$ cat src/rtl/tensor_operand_join_pkg.sv
// rtl/tensor_operand_join_pkg.sv - shared constants, FSM encoding and tlast rule for the operand join
package tensor_operand_join_pkg;

  localparam int TILE_BEATS = 8;
  localparam int BEAT_W     = $clog2(TILE_BEATS);
  localparam int DATA_W_DEF = 32;
  localparam int TAG_W_DEF  = 6;
  localparam int WID_W_DEF  = 3;

  localparam int IRQ_DONE = 0;
  localparam int IRQ_ERR  = 1;

  typedef enum logic [1:0] {
    ST_IDLE = 2'd0,
    ST_RUN  = 2'd1,
    ST_DONE = 2'd2,
    ST_ERR  = 2'd3
  } join_state_t;

  // Head tlast flags must all be clear before the final beat and all set on it.
  function automatic logic tlast_error(input logic [BEAT_W-1:0] beat, input logic [2:0] lasts);
    if (beat == BEAT_W'(TILE_BEATS - 1)) begin
      return lasts != 3'b111;
    end
    return lasts != 3'b000;
  endfunction

endpackage

$ cat src/rtl/tensor_operand_join_if.sv
// rtl/tensor_operand_join_if.sv - operand streams, issue port, tags and irq bundle
interface tensor_operand_join_if
  import tensor_operand_join_pkg::*;
#(
  parameter int DATA_W = DATA_W_DEF,
  parameter int TAG_W  = TAG_W_DEF,
  parameter int WID_W  = WID_W_DEF
);

  logic              en;
  logic [TAG_W-1:0]  ctrl_reg_idxw_i;
  logic [WID_W-1:0]  ctrl_wid_i;
  logic [1:0]        irq_en;

  logic [DATA_W-1:0] s_axis_tdata_a, s_axis_tdata_b, s_axis_tdata_c;
  logic              s_axis_tvalid_a, s_axis_tvalid_b, s_axis_tvalid_c;
  logic              s_axis_tlast_a, s_axis_tlast_b, s_axis_tlast_c;
  logic              s_axis_tready_a, s_axis_tready_b, s_axis_tready_c;

  logic [DATA_W-1:0] op_a_o, op_b_o, op_c_o;
  logic              op_valid_o;
  logic              op_ready_i;
  logic              op_last_o;
  logic [BEAT_W-1:0] op_beat_o;
  logic [TAG_W-1:0]  reg_idxw_o;
  logic [WID_W-1:0]  warp_id_o;
  logic              busy;
  logic [1:0]        irq;

  modport slave (
    input  en, ctrl_reg_idxw_i, ctrl_wid_i, irq_en,
    input  s_axis_tdata_a, s_axis_tdata_b, s_axis_tdata_c,
    input  s_axis_tvalid_a, s_axis_tvalid_b, s_axis_tvalid_c,
    input  s_axis_tlast_a, s_axis_tlast_b, s_axis_tlast_c,
    output s_axis_tready_a, s_axis_tready_b, s_axis_tready_c,
    output op_a_o, op_b_o, op_c_o, op_valid_o, op_last_o, op_beat_o,
    input  op_ready_i,
    output reg_idxw_o, warp_id_o, busy, irq
  );

  modport master (
    output en, ctrl_reg_idxw_i, ctrl_wid_i, irq_en,
    output s_axis_tdata_a, s_axis_tdata_b, s_axis_tdata_c,
    output s_axis_tvalid_a, s_axis_tvalid_b, s_axis_tvalid_c,
    output s_axis_tlast_a, s_axis_tlast_b, s_axis_tlast_c,
    input  s_axis_tready_a, s_axis_tready_b, s_axis_tready_c,
    input  op_a_o, op_b_o, op_c_o, op_valid_o, op_last_o, op_beat_o,
    output op_ready_i,
    input  reg_idxw_o, warp_id_o, busy, irq
  );

endinterface

$ cat src/rtl/tc_skid_fifo.sv
// rtl/tc_skid_fifo.sv - 2-entry operand skid buffer with registered head and ready
module tc_skid_fifo #(
  parameter int W = 33
) (
  input  logic         clk,
  input  logic         rst,
  input  logic         flush,
  input  logic         wr_valid,
  input  logic [W-1:0] wr_data,
  input  logic         rd_pop,
  output logic         ready,
  output logic         nempty,
  output logic [W-1:0] head
);

  logic [W-1:0] tail;
  logic [1:0]   count;
  logic [1:0]   count_nx;

  always_comb begin
    count_nx = count;
    case ({wr_valid, rd_pop})
      2'b10:   count_nx = count + 2'd1;
      2'b01:   count_nx = count - 2'd1;
      default: count_nx = count;
    endcase
    if (flush) begin
      count_nx = 2'd0;
    end
  end

  always_ff @(posedge clk) begin
    if (rst) begin
      count <= 2'd0;
      ready <= 1'b0;
      head  <= '0;
      tail  <= '0;
    end else begin
      count <= count_nx;
      ready <= (count_nx != 2'd2);
      if (!flush) begin
        // A write lands in the head slot whenever that slot is free after this cycle's pop.
        if (wr_valid) begin
          if (count == 2'd0 || (count == 2'd1 && rd_pop)) begin
            head <= wr_data;
          end else begin
            tail <= wr_data;
          end
        end
        if (rd_pop && count == 2'd2) begin
          head <= tail;
        end
      end
    end
  end

  assign nempty = (count != 2'd0);

endmodule

$ cat src/rtl/tensor_operand_join.sv
// rtl/tensor_operand_join.sv - joins A/B/C operand streams into aligned per-tile triples
module tensor_operand_join
  import tensor_operand_join_pkg::*;
#(
  parameter int DATA_W = DATA_W_DEF,
  parameter int TAG_W  = TAG_W_DEF,
  parameter int WID_W  = WID_W_DEF
) (
  input logic                   clk,
  input logic                   rst,
  tensor_operand_join_if.slave  bus
);

  localparam logic [BEAT_W-1:0] LAST_BEAT = BEAT_W'(TILE_BEATS - 1);

  join_state_t       state;
  logic [BEAT_W-1:0] beat;
  logic [TAG_W-1:0]  reg_idxw;
  logic [WID_W-1:0]  warp_id;
  logic [1:0]        irq_q;

  logic [2:0]        fifo_ready;
  logic [2:0]        fifo_nempty;
  logic [DATA_W:0]   head_a, head_b, head_c;
  logic [2:0]        head_lasts;
  logic              in_err;
  logic              flush;
  logic              op_valid;
  logic              xfer;

  assign in_err     = (state == ST_ERR);
  assign flush      = in_err & ~bus.en;
  assign op_valid   = (state == ST_RUN) & (&fifo_nempty);
  assign xfer       = op_valid & bus.op_ready_i;
  assign head_lasts = {head_c[DATA_W], head_b[DATA_W], head_a[DATA_W]};

  assign bus.s_axis_tready_a = fifo_ready[0] & ~in_err;
  assign bus.s_axis_tready_b = fifo_ready[1] & ~in_err;
  assign bus.s_axis_tready_c = fifo_ready[2] & ~in_err;

  tc_skid_fifo #(.W(DATA_W + 1)) u_fifo_a (
    .clk      (clk),
    .rst      (rst),
    .flush    (flush),
    .wr_valid (bus.s_axis_tvalid_a & bus.s_axis_tready_a),
    .wr_data  ({bus.s_axis_tlast_a, bus.s_axis_tdata_a}),
    .rd_pop   (xfer),
    .ready    (fifo_ready[0]),
    .nempty   (fifo_nempty[0]),
    .head     (head_a)
  );

  tc_skid_fifo #(.W(DATA_W + 1)) u_fifo_b (
    .clk      (clk),
    .rst      (rst),
    .flush    (flush),
    .wr_valid (bus.s_axis_tvalid_b & bus.s_axis_tready_b),
    .wr_data  ({bus.s_axis_tlast_b, bus.s_axis_tdata_b}),
    .rd_pop   (xfer),
    .ready    (fifo_ready[1]),
    .nempty   (fifo_nempty[1]),
    .head     (head_b)
  );

  tc_skid_fifo #(.W(DATA_W + 1)) u_fifo_c (
    .clk      (clk),
    .rst      (rst),
    .flush    (flush),
    .wr_valid (bus.s_axis_tvalid_c & bus.s_axis_tready_c),
    .wr_data  ({bus.s_axis_tlast_c, bus.s_axis_tdata_c}),
    .rd_pop   (xfer),
    .ready    (fifo_ready[2]),
    .nempty   (fifo_nempty[2]),
    .head     (head_c)
  );

  // The offending triple of a misaligned tile is still consumed before entering ERR.
  always_ff @(posedge clk) begin
    if (rst) begin
      state    <= ST_IDLE;
      beat     <= '0;
      reg_idxw <= '0;
      warp_id  <= '0;
      irq_q    <= '0;
    end else begin
      irq_q <= '0;
      case (state)
        ST_IDLE: begin
          if (bus.en) begin
            state    <= ST_RUN;
            beat     <= '0;
            reg_idxw <= bus.ctrl_reg_idxw_i;
            warp_id  <= bus.ctrl_wid_i;
          end
        end
        ST_RUN: begin
          if (xfer) begin
            if (tlast_error(beat, head_lasts)) begin
              state          <= ST_ERR;
              beat           <= '0;
              irq_q[IRQ_ERR] <= bus.irq_en[IRQ_ERR];
            end else if (beat == LAST_BEAT) begin
              state           <= ST_DONE;
              beat            <= '0;
              irq_q[IRQ_DONE] <= bus.irq_en[IRQ_DONE];
            end else begin
              beat <= beat + BEAT_W'(1);
            end
          end
        end
        ST_DONE: state <= ST_IDLE;
        ST_ERR: begin
          if (!bus.en) begin
            state <= ST_IDLE;
          end
        end
        default: state <= ST_IDLE;
      endcase
    end
  end

  assign bus.op_a_o     = head_a[DATA_W-1:0];
  assign bus.op_b_o     = head_b[DATA_W-1:0];
  assign bus.op_c_o     = head_c[DATA_W-1:0];
  assign bus.op_valid_o = op_valid;
  assign bus.op_last_o  = op_valid & (beat == LAST_BEAT);
  assign bus.op_beat_o  = beat;
  assign bus.reg_idxw_o = reg_idxw;
  assign bus.warp_id_o  = warp_id;
  assign bus.busy       = (state != ST_IDLE);
  assign bus.irq        = irq_q;

endmodule

$ cat src/flat_wrapper.sv
// flat-port wrapper written by rule: the top's interface ports become plain ports
module tensor_operand_join_flat import tensor_operand_join_pkg::*;
#(
  parameter int DATA_W = DATA_W_DEF,
  parameter int TAG_W  = TAG_W_DEF,
  parameter int WID_W  = WID_W_DEF
)
  (clk, rst, bus_en, bus_ctrl_reg_idxw_i, bus_ctrl_wid_i, bus_irq_en, bus_s_axis_tdata_a, bus_s_axis_tdata_b, bus_s_axis_tdata_c, bus_s_axis_tvalid_a, bus_s_axis_tvalid_b, bus_s_axis_tvalid_c, bus_s_axis_tlast_a, bus_s_axis_tlast_b, bus_s_axis_tlast_c, bus_s_axis_tready_a, bus_s_axis_tready_b, bus_s_axis_tready_c, bus_op_a_o, bus_op_b_o, bus_op_c_o, bus_op_valid_o, bus_op_last_o, bus_op_beat_o, bus_op_ready_i, bus_reg_idxw_o, bus_warp_id_o, bus_busy, bus_irq);
  tensor_operand_join_if #(.DATA_W(DATA_W), .TAG_W(TAG_W), .WID_W(WID_W)) bus_i ();
  input logic clk;
  input logic rst;
  input wire logic [$bits(bus_i.en)-1:0] bus_en;
  input wire logic [$bits(bus_i.ctrl_reg_idxw_i)-1:0] bus_ctrl_reg_idxw_i;
  input wire logic [$bits(bus_i.ctrl_wid_i)-1:0] bus_ctrl_wid_i;
  input wire logic [$bits(bus_i.irq_en)-1:0] bus_irq_en;
  input wire logic [$bits(bus_i.s_axis_tdata_a)-1:0] bus_s_axis_tdata_a;
  input wire logic [$bits(bus_i.s_axis_tdata_b)-1:0] bus_s_axis_tdata_b;
  input wire logic [$bits(bus_i.s_axis_tdata_c)-1:0] bus_s_axis_tdata_c;
  input wire logic [$bits(bus_i.s_axis_tvalid_a)-1:0] bus_s_axis_tvalid_a;
  input wire logic [$bits(bus_i.s_axis_tvalid_b)-1:0] bus_s_axis_tvalid_b;
  input wire logic [$bits(bus_i.s_axis_tvalid_c)-1:0] bus_s_axis_tvalid_c;
  input wire logic [$bits(bus_i.s_axis_tlast_a)-1:0] bus_s_axis_tlast_a;
  input wire logic [$bits(bus_i.s_axis_tlast_b)-1:0] bus_s_axis_tlast_b;
  input wire logic [$bits(bus_i.s_axis_tlast_c)-1:0] bus_s_axis_tlast_c;
  output wire logic [$bits(bus_i.s_axis_tready_a)-1:0] bus_s_axis_tready_a;
  output wire logic [$bits(bus_i.s_axis_tready_b)-1:0] bus_s_axis_tready_b;
  output wire logic [$bits(bus_i.s_axis_tready_c)-1:0] bus_s_axis_tready_c;
  output wire logic [$bits(bus_i.op_a_o)-1:0] bus_op_a_o;
  output wire logic [$bits(bus_i.op_b_o)-1:0] bus_op_b_o;
  output wire logic [$bits(bus_i.op_c_o)-1:0] bus_op_c_o;
  output wire logic [$bits(bus_i.op_valid_o)-1:0] bus_op_valid_o;
  output wire logic [$bits(bus_i.op_last_o)-1:0] bus_op_last_o;
  output wire logic [$bits(bus_i.op_beat_o)-1:0] bus_op_beat_o;
  input wire logic [$bits(bus_i.op_ready_i)-1:0] bus_op_ready_i;
  output wire logic [$bits(bus_i.reg_idxw_o)-1:0] bus_reg_idxw_o;
  output wire logic [$bits(bus_i.warp_id_o)-1:0] bus_warp_id_o;
  output wire logic [$bits(bus_i.busy)-1:0] bus_busy;
  output wire logic [$bits(bus_i.irq)-1:0] bus_irq;
  assign bus_i.en = bus_en;
  assign bus_i.ctrl_reg_idxw_i = bus_ctrl_reg_idxw_i;
  assign bus_i.ctrl_wid_i = bus_ctrl_wid_i;
  assign bus_i.irq_en = bus_irq_en;
  assign bus_i.s_axis_tdata_a = bus_s_axis_tdata_a;
  assign bus_i.s_axis_tdata_b = bus_s_axis_tdata_b;
  assign bus_i.s_axis_tdata_c = bus_s_axis_tdata_c;
  assign bus_i.s_axis_tvalid_a = bus_s_axis_tvalid_a;
  assign bus_i.s_axis_tvalid_b = bus_s_axis_tvalid_b;
  assign bus_i.s_axis_tvalid_c = bus_s_axis_tvalid_c;
  assign bus_i.s_axis_tlast_a = bus_s_axis_tlast_a;
  assign bus_i.s_axis_tlast_b = bus_s_axis_tlast_b;
  assign bus_i.s_axis_tlast_c = bus_s_axis_tlast_c;
  assign bus_s_axis_tready_a = bus_i.s_axis_tready_a;
  assign bus_s_axis_tready_b = bus_i.s_axis_tready_b;
  assign bus_s_axis_tready_c = bus_i.s_axis_tready_c;
  assign bus_op_a_o = bus_i.op_a_o;
  assign bus_op_b_o = bus_i.op_b_o;
  assign bus_op_c_o = bus_i.op_c_o;
  assign bus_op_valid_o = bus_i.op_valid_o;
  assign bus_op_last_o = bus_i.op_last_o;
  assign bus_op_beat_o = bus_i.op_beat_o;
  assign bus_i.op_ready_i = bus_op_ready_i;
  assign bus_reg_idxw_o = bus_i.reg_idxw_o;
  assign bus_warp_id_o = bus_i.warp_id_o;
  assign bus_busy = bus_i.busy;
  assign bus_irq = bus_i.irq;
  tensor_operand_join #(.DATA_W(DATA_W), .TAG_W(TAG_W), .WID_W(WID_W)) u_core (.clk(clk), .rst(rst), .bus(bus_i));
endmodule
$ cat config.mk
export PLATFORM = sky130hd
export DESIGN_NAME = tensor_operand_join_flat
export DESIGN_NICKNAME = d
export VERILOG_FILES = /design/src/rtl/tensor_operand_join_pkg.sv /design/src/rtl/tensor_operand_join_if.sv /design/src/rtl/tc_skid_fifo.sv /design/src/rtl/tensor_operand_join.sv /design/src/flat_wrapper.sv
export SDC_FILE = /design/constraint.sdc
export NUM_CORES = 1
export LEC_CHECK = 0
export BUFFER_PORTS_ARGS = -buffer_cell sky130_fd_sc_hd__buf_2
export CAP_MARGIN = 30
export CORE_MARGIN = 2
export CORE_UTILIZATION = 50
export DETAILED_ROUTE_END_ITERATION = 10
export PLACE_DENSITY = 0.74
export SLEW_MARGIN = 0
export SYNTH_ARGS = -nofsm -noshare
export SYNTH_HDL_FRONTEND = slang
export SYNTH_SLANG_ARGS = --single-unit
$ cat constraint.sdc
create_clock -name clk -period 5.8 [get_ports clk]
set_input_delay 0.58 -clock clk [delete_from_list [all_inputs] [get_ports clk]]
set_output_delay 0.58 -clock clk [all_outputs]
set_load 0.05 [all_outputs]
=== Yosys cells after proc, flatten, opt, wreduce, memory -nomap -nowiden ===
Index checks and enable logic that the tools add are counted.

* Multiplexer cells: 35
* Eq/ne operators: 24
* Reductions and logical operators: 37
* Add/subtract/negate cells: 7
* Bitwise operators: 20

{| class="wikitable"
|+ Operator list
! kind !! number
|-
| $mux 33 || 9
|-
| $reduce_and 3->1 || 8
|-
| $reduce_bool 2->1 || 11
|-
| $eq 2x2->1 const B || 8
|-
| $mux 2 || 8
|-
| $eq 2x1->1 const B || 7
|-
| $mux 3 || 4
|-
| $ne 2x2->1 const B || 6
|-
| $pmux 2 s2 || 3
|-
| $and 1x1->1 || 10
|-
| $not 1->1 || 10
|-
| $mux 1 || 9
|-
| $logic_not 2->1 || 4
|-
| $pmux 2 s4 || 1
|-
| $add 2x1->2 const B || 3
|-
| $logic_and 1x1->1 || 6
|-
| $ne 3x3->1 const B || 2
|-
| $pmux 3 s2 || 1
|-
| $sub 2x1->2 const B || 3
|-
| $reduce_or 5->1 || 1
|-
| $reduce_and 4->1 || 1
|-
| $reduce_or 4->1 || 1
|-
| $add 3x1->3 const B || 1
|-
| $eq 3x3->1 const B || 1
|-
| 3 further kinds || 5
|}

* Logic and storage cells: 141
* Input port bits: 117
* Register bits: 223
* Output and inout bits: 116

=== Longest topological paths before layout ===
* Word-level depth: 14
* Gate-level depth with buffers: 12
* Gate-level depth less buffers: 10

=== Modules after synthesis ===
From an unflattened synthesis, not the netlist that was laid out.

* Cells, all modules: 1,285
* Area total of the unflattened synthesis: 11,673.7 um^2

{| class="wikitable"
|+ By module, submodules not included
! module !! cells each !! area an instance (um^2) !! seq. area each (um^2) !! instances
|-
| tc_skid_fifo || 401 || 3,627.2 || 1,381.3 || 3
|-
| tensor_operand_join || 82 || 792.0 || 320.3 || 1
|}

=== Least setup slack after synthesis ===
OpenSTA, ideal clock, no wires.

* Path kind: register -> register
* Start point: register u_core.state[0]
* End point: register u_core.u_fifo_a.ready
* Slack: 2,619 ps
* Setup time: 74 ps
* Arrival: 3,107 ps
* Required time: 5,726 ps
* Cell stages (with the launch flop): 11
* Cell sequence: dfxtp_1 buf_2 a21boi_0 and2_1 buf_2 buf_2 inv_1 ha_1 nor3_1 a21oi_1 a31oi_1

* Word-level cells in the longest chain between the ends: 8
* Elaborated cells on any way between the ends: 13

{| class="wikitable"
|+ Ends and longest elaborated chain
! element !! line !! RTL
|-
| start, declared || tensor_operand_join.sv:16 || <nowiki>join_state_t state;</nowiki>
|-
| start signal, assigned || tensor_operand_join.sv:80 || <nowiki>state <= ST_IDLE;</nowiki>
|-
| start signal, assigned || tensor_operand_join.sv:90 || <nowiki>state <= ST_RUN;</nowiki>
|-
| start signal, assigned || tensor_operand_join.sv:99 || <nowiki>state <= ST_ERR;</nowiki>
|-
| $eq 2x2->1 * || tensor_operand_join.sv:31 || <nowiki>assign in_err = (state == ST_ERR);</nowiki>
|-
| $not 1->1 * || tensor_operand_join.sv:37 || <nowiki>assign bus.s_axis_tready_a = fifo_ready[0] & ~in_err;</nowiki>
|-
| $and 1x1->1 * || tensor_operand_join.sv:37 ||
|-
| net bus_s_axis_tready_a || flat_wrapper.sv:25 || <nowiki>output wire logic [$bits(bus_i.s_axis_tready_a)-1:0] bus_s_axis_tready_a;</nowiki>
|-
| $and 1x1->1 * || tensor_operand_join.sv:45 || <nowiki>.wr_valid (bus.s_axis_tvalid_a & bus.s_axis_tready_a),</nowiki>
|-
| $eq 2x1->1 or $eq 2x2->1 (tied branches) || tc_skid_fifo.sv:22 || <nowiki>case ({wr_valid, rd_pop})</nowiki>
|-
| $pmux 2 s2 * || tc_skid_fifo.sv:22 ||
|-
| $mux 2 * || tc_skid_fifo.sv:27 || <nowiki>if (flush) begin</nowiki>
|-
| $ne 2x2->1 * || tc_skid_fifo.sv:40 || <nowiki>ready <= (count_nx != 2'd2);</nowiki>
|-
| end signal, assigned || tc_skid_fifo.sv:40 ||
|-
| end, declared || tc_skid_fifo.sv:11 || <nowiki>output logic ready,</nowiki>
|}

Mark *: on every way through the listed nets, which the timed path passes. The rest lies on a longest branch.
A chain may end at the register's enable or synchronous reset.

=== Final worst setup path ===
* Start point: register u_core.u_fifo_c.count[0]
* End point: register u_core.u_fifo_a.head[24]

* Word-level cells in the longest chain between the ends: 8
* Elaborated cells on any way between the ends: 11

{| class="wikitable"
|+ Ends and longest elaborated chain
! element !! line !! RTL
|-
| start, declared || tc_skid_fifo.sv:17 || <nowiki>logic [1:0] count;</nowiki>
|-
| start signal, assigned || tc_skid_fifo.sv:39 || <nowiki>count <= count_nx;</nowiki>
|-
| $reduce_bool 2->1 * || tc_skid_fifo.sv:57 || <nowiki>assign nempty = (count != 2'd0);</nowiki>
|-
| $reduce_and 3->1 * || tensor_operand_join.sv:33 || <nowiki>assign op_valid = (state == ST_RUN) & (&fifo_nempty);</nowiki>
|-
| $and 1x1->1 * || tensor_operand_join.sv:33 ||
|-
| $and 1x1->1 * || tensor_operand_join.sv:34 || <nowiki>assign xfer = op_valid & bus.op_ready_i;</nowiki>
|-
| $logic_and 1x1->1 || tc_skid_fifo.sv:44 || <nowiki>if (count == 2'd0 || (count == 2'd1 && rd_pop)) begin</nowiki>
|-
| $logic_or 1x1->1 || tc_skid_fifo.sv:44 ||
|-
| $reduce_bool 2->1 (no source line) || - ||
|-
| $reduce_and 3->1 (no source line) || - ||
|-
| end signal, assigned || tc_skid_fifo.sv:45 || <nowiki>head <= wr_data;</nowiki>
|-
| end signal, assigned || tc_skid_fifo.sv:51 || <nowiki>head <= tail;</nowiki>
|-
| end, declared || tc_skid_fifo.sv:13 || <nowiki>output logic [W-1:0] head</nowiki>
|}

Mark *: on every way between the ends. The rest lies on a longest branch, timed or not.

==> qor.yml <==
detailed_routing:
  finalWirelength_mm: 28.8
  vias: 9507
  via_per_inst: 5.99
  drc: 0
  ant_nets: 0
  wl_met3_mm: 2.17
  drt_first_pass_iters: 5
  highest_layer: "met4"
  wl_met1_mm: 12.2
  wl_met2_mm: 13.5
  drt-wirelength-per-cell_um: 18.1
  drt_iter0_drc: 704
cells_and_area:
  multiInputGateArea_um2: 5110
  n_fill_cell: 1950
  final_common_cell: "buf_2"
  layout.nets: 1417
  areaGrowthSynthToFinish_pct: 11.5
  seq_area_um2: 4460
  drive_gt1_share_pct: 26.2
  final_cells: 1588
  mostFrequentLayoutCells: "buf_2, dfxtp_1, nand2_1"
worst_setup_path:
  reg2reg_depth: 8
  cp_top_family: "simple AND/OR/NAND/NOR gates"
  r2r_start: "u_core.u_fifo_c.count[0]"
  crit_path_end_kind: "flop"
  rr_endpoint: "u_core.u_fifo_a.head[24]"
  crit_type: "reg2reg"
  path_cells: "inv_1, ha_1, buf_4, nor4b_2, and2_2, buf_4, a21o_4, a311oi_2"
  cp_common_cell: "buf_4"
  cp.required_ps: 6170
  cp_slowest_cell: "nor4b_2"
  cp_num_buf_inv: 3
  r2r_setup_slack_ps: 2220
  crit_path_max_fanout: 67
  worst_setup_path_start_kind: "flop"
  cp.arrival_ps: 3950
  cpPeakStageDelay_ps: 860
die:
  ios: 233
  start_util_pct: 50.6
  die_y_um: 152
  die_x_um: 152
  rows: 54
  core_um2: 21700
  dieArea_um2: 23100
synthesis:
  syn-cell-area_um2: 11000
  syn_area_per_cell_um2: 8.94
  ys.flop_type: "dfxtp_1"
  synth_nets: 1357
  yosysWarningCount: 0
  synth.distinct_cells: 54
  synth_edf_count: 0
  synth_seq_cells: 223
  syn-instance-count: 1227
  synth-async-reset-ratio_pct: 0
  seq_area_frac_synth_pct: 40.7
cts:
  ctsResizeCount: 0
  cts_hold_buf: 0
  cts_made_buffers: 25
  clk_latency_ps: 530
  cts.reportedPaths.clkPinSlew_ps: 60
  cts_tree: "yes"
  cts_buffer_depth: 3
  numClockSinks: 223
  root_buffer: "clkbuf_16"
  h-tree-depth: 1
  post_cts.repair.setup_buffers: 0
global_route:
  grt_overflow: 0
  grt_use_total_pct: 23.6
  antenna_found_initial: 4
  grt_pass1_wl_mm: 46.4
  grt_start_max_net_pins: 124
  first_global_vias: 9136
sta:
  hold_violations: 0
  min_period_ps: 3580
  finalMaxSlewViolations: 0
  tightest_slew_ps: 960
  whs_ps: 287
  rsz0062_at_grt: "false"
  slew_headroom_pct: 35.7
  finalSetupTns_ps: 0
  finalSetupViolations: 0
  skew_ps: 11.0
  max_freq_ghz: 0.280
  min_period_over_period_pct: 61.6
  setup_slack_ps: 2220
min_path:
  hold_start: "bus_ctrl_wid_i[2]"
  min_path_cells: 3
  hold_path_end: "u_core.bus.warp_id_o[2]"
  hold_path.class: "in2reg"
placed_design:
  portBuffers: 232
  pre_cts_ws_ps: 2280
  placed_cells: 1539
  dpl.hpwl_mm: 17.6
  gp_congestion: 0.814
power:
  peakVddDrop_mv: 0.187
  p_leak_nw: 4.52
  power.density_nw_per_um2: 334
job:
  cap_violations: 0
run_status:
  status: "finished, final reports clean"
[where the power goes]
part | switching (mW) | internal (mW)
sequential | 0.0559 | 1.63
clock | 0.632 | 0.955
combinational | 0.575 | 0.241
total | 1.26 | 2.83
[registers in the layout, summed over array words and instances, names as in the netlist, 2 cells and up]
register	count
u_core.u_fifo_a.tail	33
u_core.u_fifo_c.count	2
u_core.u_fifo_c.tail	33
u_core.u_fifo_b.count	2
u_core.bus.warp_id_o	3
u_core.u_fifo_a.count	2
u_core.u_fifo_a.head	33
u_core.state	2
u_core.u_fifo_c.head	33
u_core.u_fifo_b.tail	33
u_core.bus.irq	2
u_core.bus.reg_idxw_o	6
u_core.bus.op_beat_o	3
u_core.u_fifo_b.head	33
[cells in the mapped netlist, drive strengths merged, types with 5 or more instances]
cell / number / area share, %
nand2: 159 / 5.4
a21oi: 113 / 5.2
a211oi: 102 / 7.0
and3: 5 / 0.29
ha: 13 / 1.5
nor2: 10 / 0.41
a311oi: 35 / 4.5
buf: 159 / 10
dfxtp: 223 / 41
inv: 11 / 0.38
nand3: 74 / 3.4
mux2i: 67 / 6.1
o21ai: 72 / 3.4
clkbuf: 66 / 2.3
a221oi: 69 / 5.6
[stage by stage]
step | power [mW] | utilization [%] | area, µm²
finish | 4.09 | 56.4 | 12200
global route | 4.25 | 56.4 | 12200
CTS | 4.13 | 56.2 | 12200
detailed placement | 2.53 | 52.4 | 11400
global placement | 2.51 | 51.9 | 11300
floorplan | 2.41 | - | 11000
[how the worst max path moves through the flow]
stage	startpoint	end	slack (ps)	cells after the start
after global placement	u_core.u_fifo_b.count[0]	u_core.u_fifo_b.head[9]	2380	8
final	u_core.u_fifo_c.count[0]	u_core.u_fifo_a.head[24]	2220	8
after floorplan	u_core.state[0]	u_core.u_fifo_a.ready	2620	10
after global routing	u_core.u_fifo_c.count[0]	u_core.u_fifo_a.head[8]	1920	8
after detailed placement	u_core.u_fifo_c.count[0]	u_core.u_fifo_a.head[8]	2280	8
after CTS	u_core.u_fifo_c.count[0]	u_core.u_fifo_a.head[24]	2240	8
[worst reg2reg max path: stages (launching register included)]
cell,delay (ps)
dfxtp_1,380
inv_1,120
ha_1,230
buf_4,260
nor4b_2,870
and2_2,290
buf_4,570
a21o_4,520
a311oi_2,210
[layer usage]
metal	up-vias	track usage, %
li1	4542	-
met1	4548	30.3
met2	351	39.0
met3	66	5.68
met4	0	7.92
met5	-	0
[final cells by class]
class | count | area share (%)
Clock buffer | 39 | 5.95
Timing Repair Buffer | 258 | 11.7
Antenna cell | 3 | 0.0614
Clock inverter | 6 | 0.808
Inverter | 11 | 0.338
Tap cell | 280 | 2.86
Sequential cell | 223 | 36.5
Multi-Input combinational cell | 768 | 41.8
[logic make-up after synthesis]
group                      Yosys count  synth area share (%)
xor gates and xnor gates             1                 0.205
AOI/OAI and AO/OA                  410                  27.2
and+or+nand+nor                    276                  11.4
muxes                               68                  6.22
DFF                                223                  40.7
buffers and inverters              236                  12.8
adders and majority gates           13                  1.48
No activity file was read; power rests on OpenSTA's default activity.
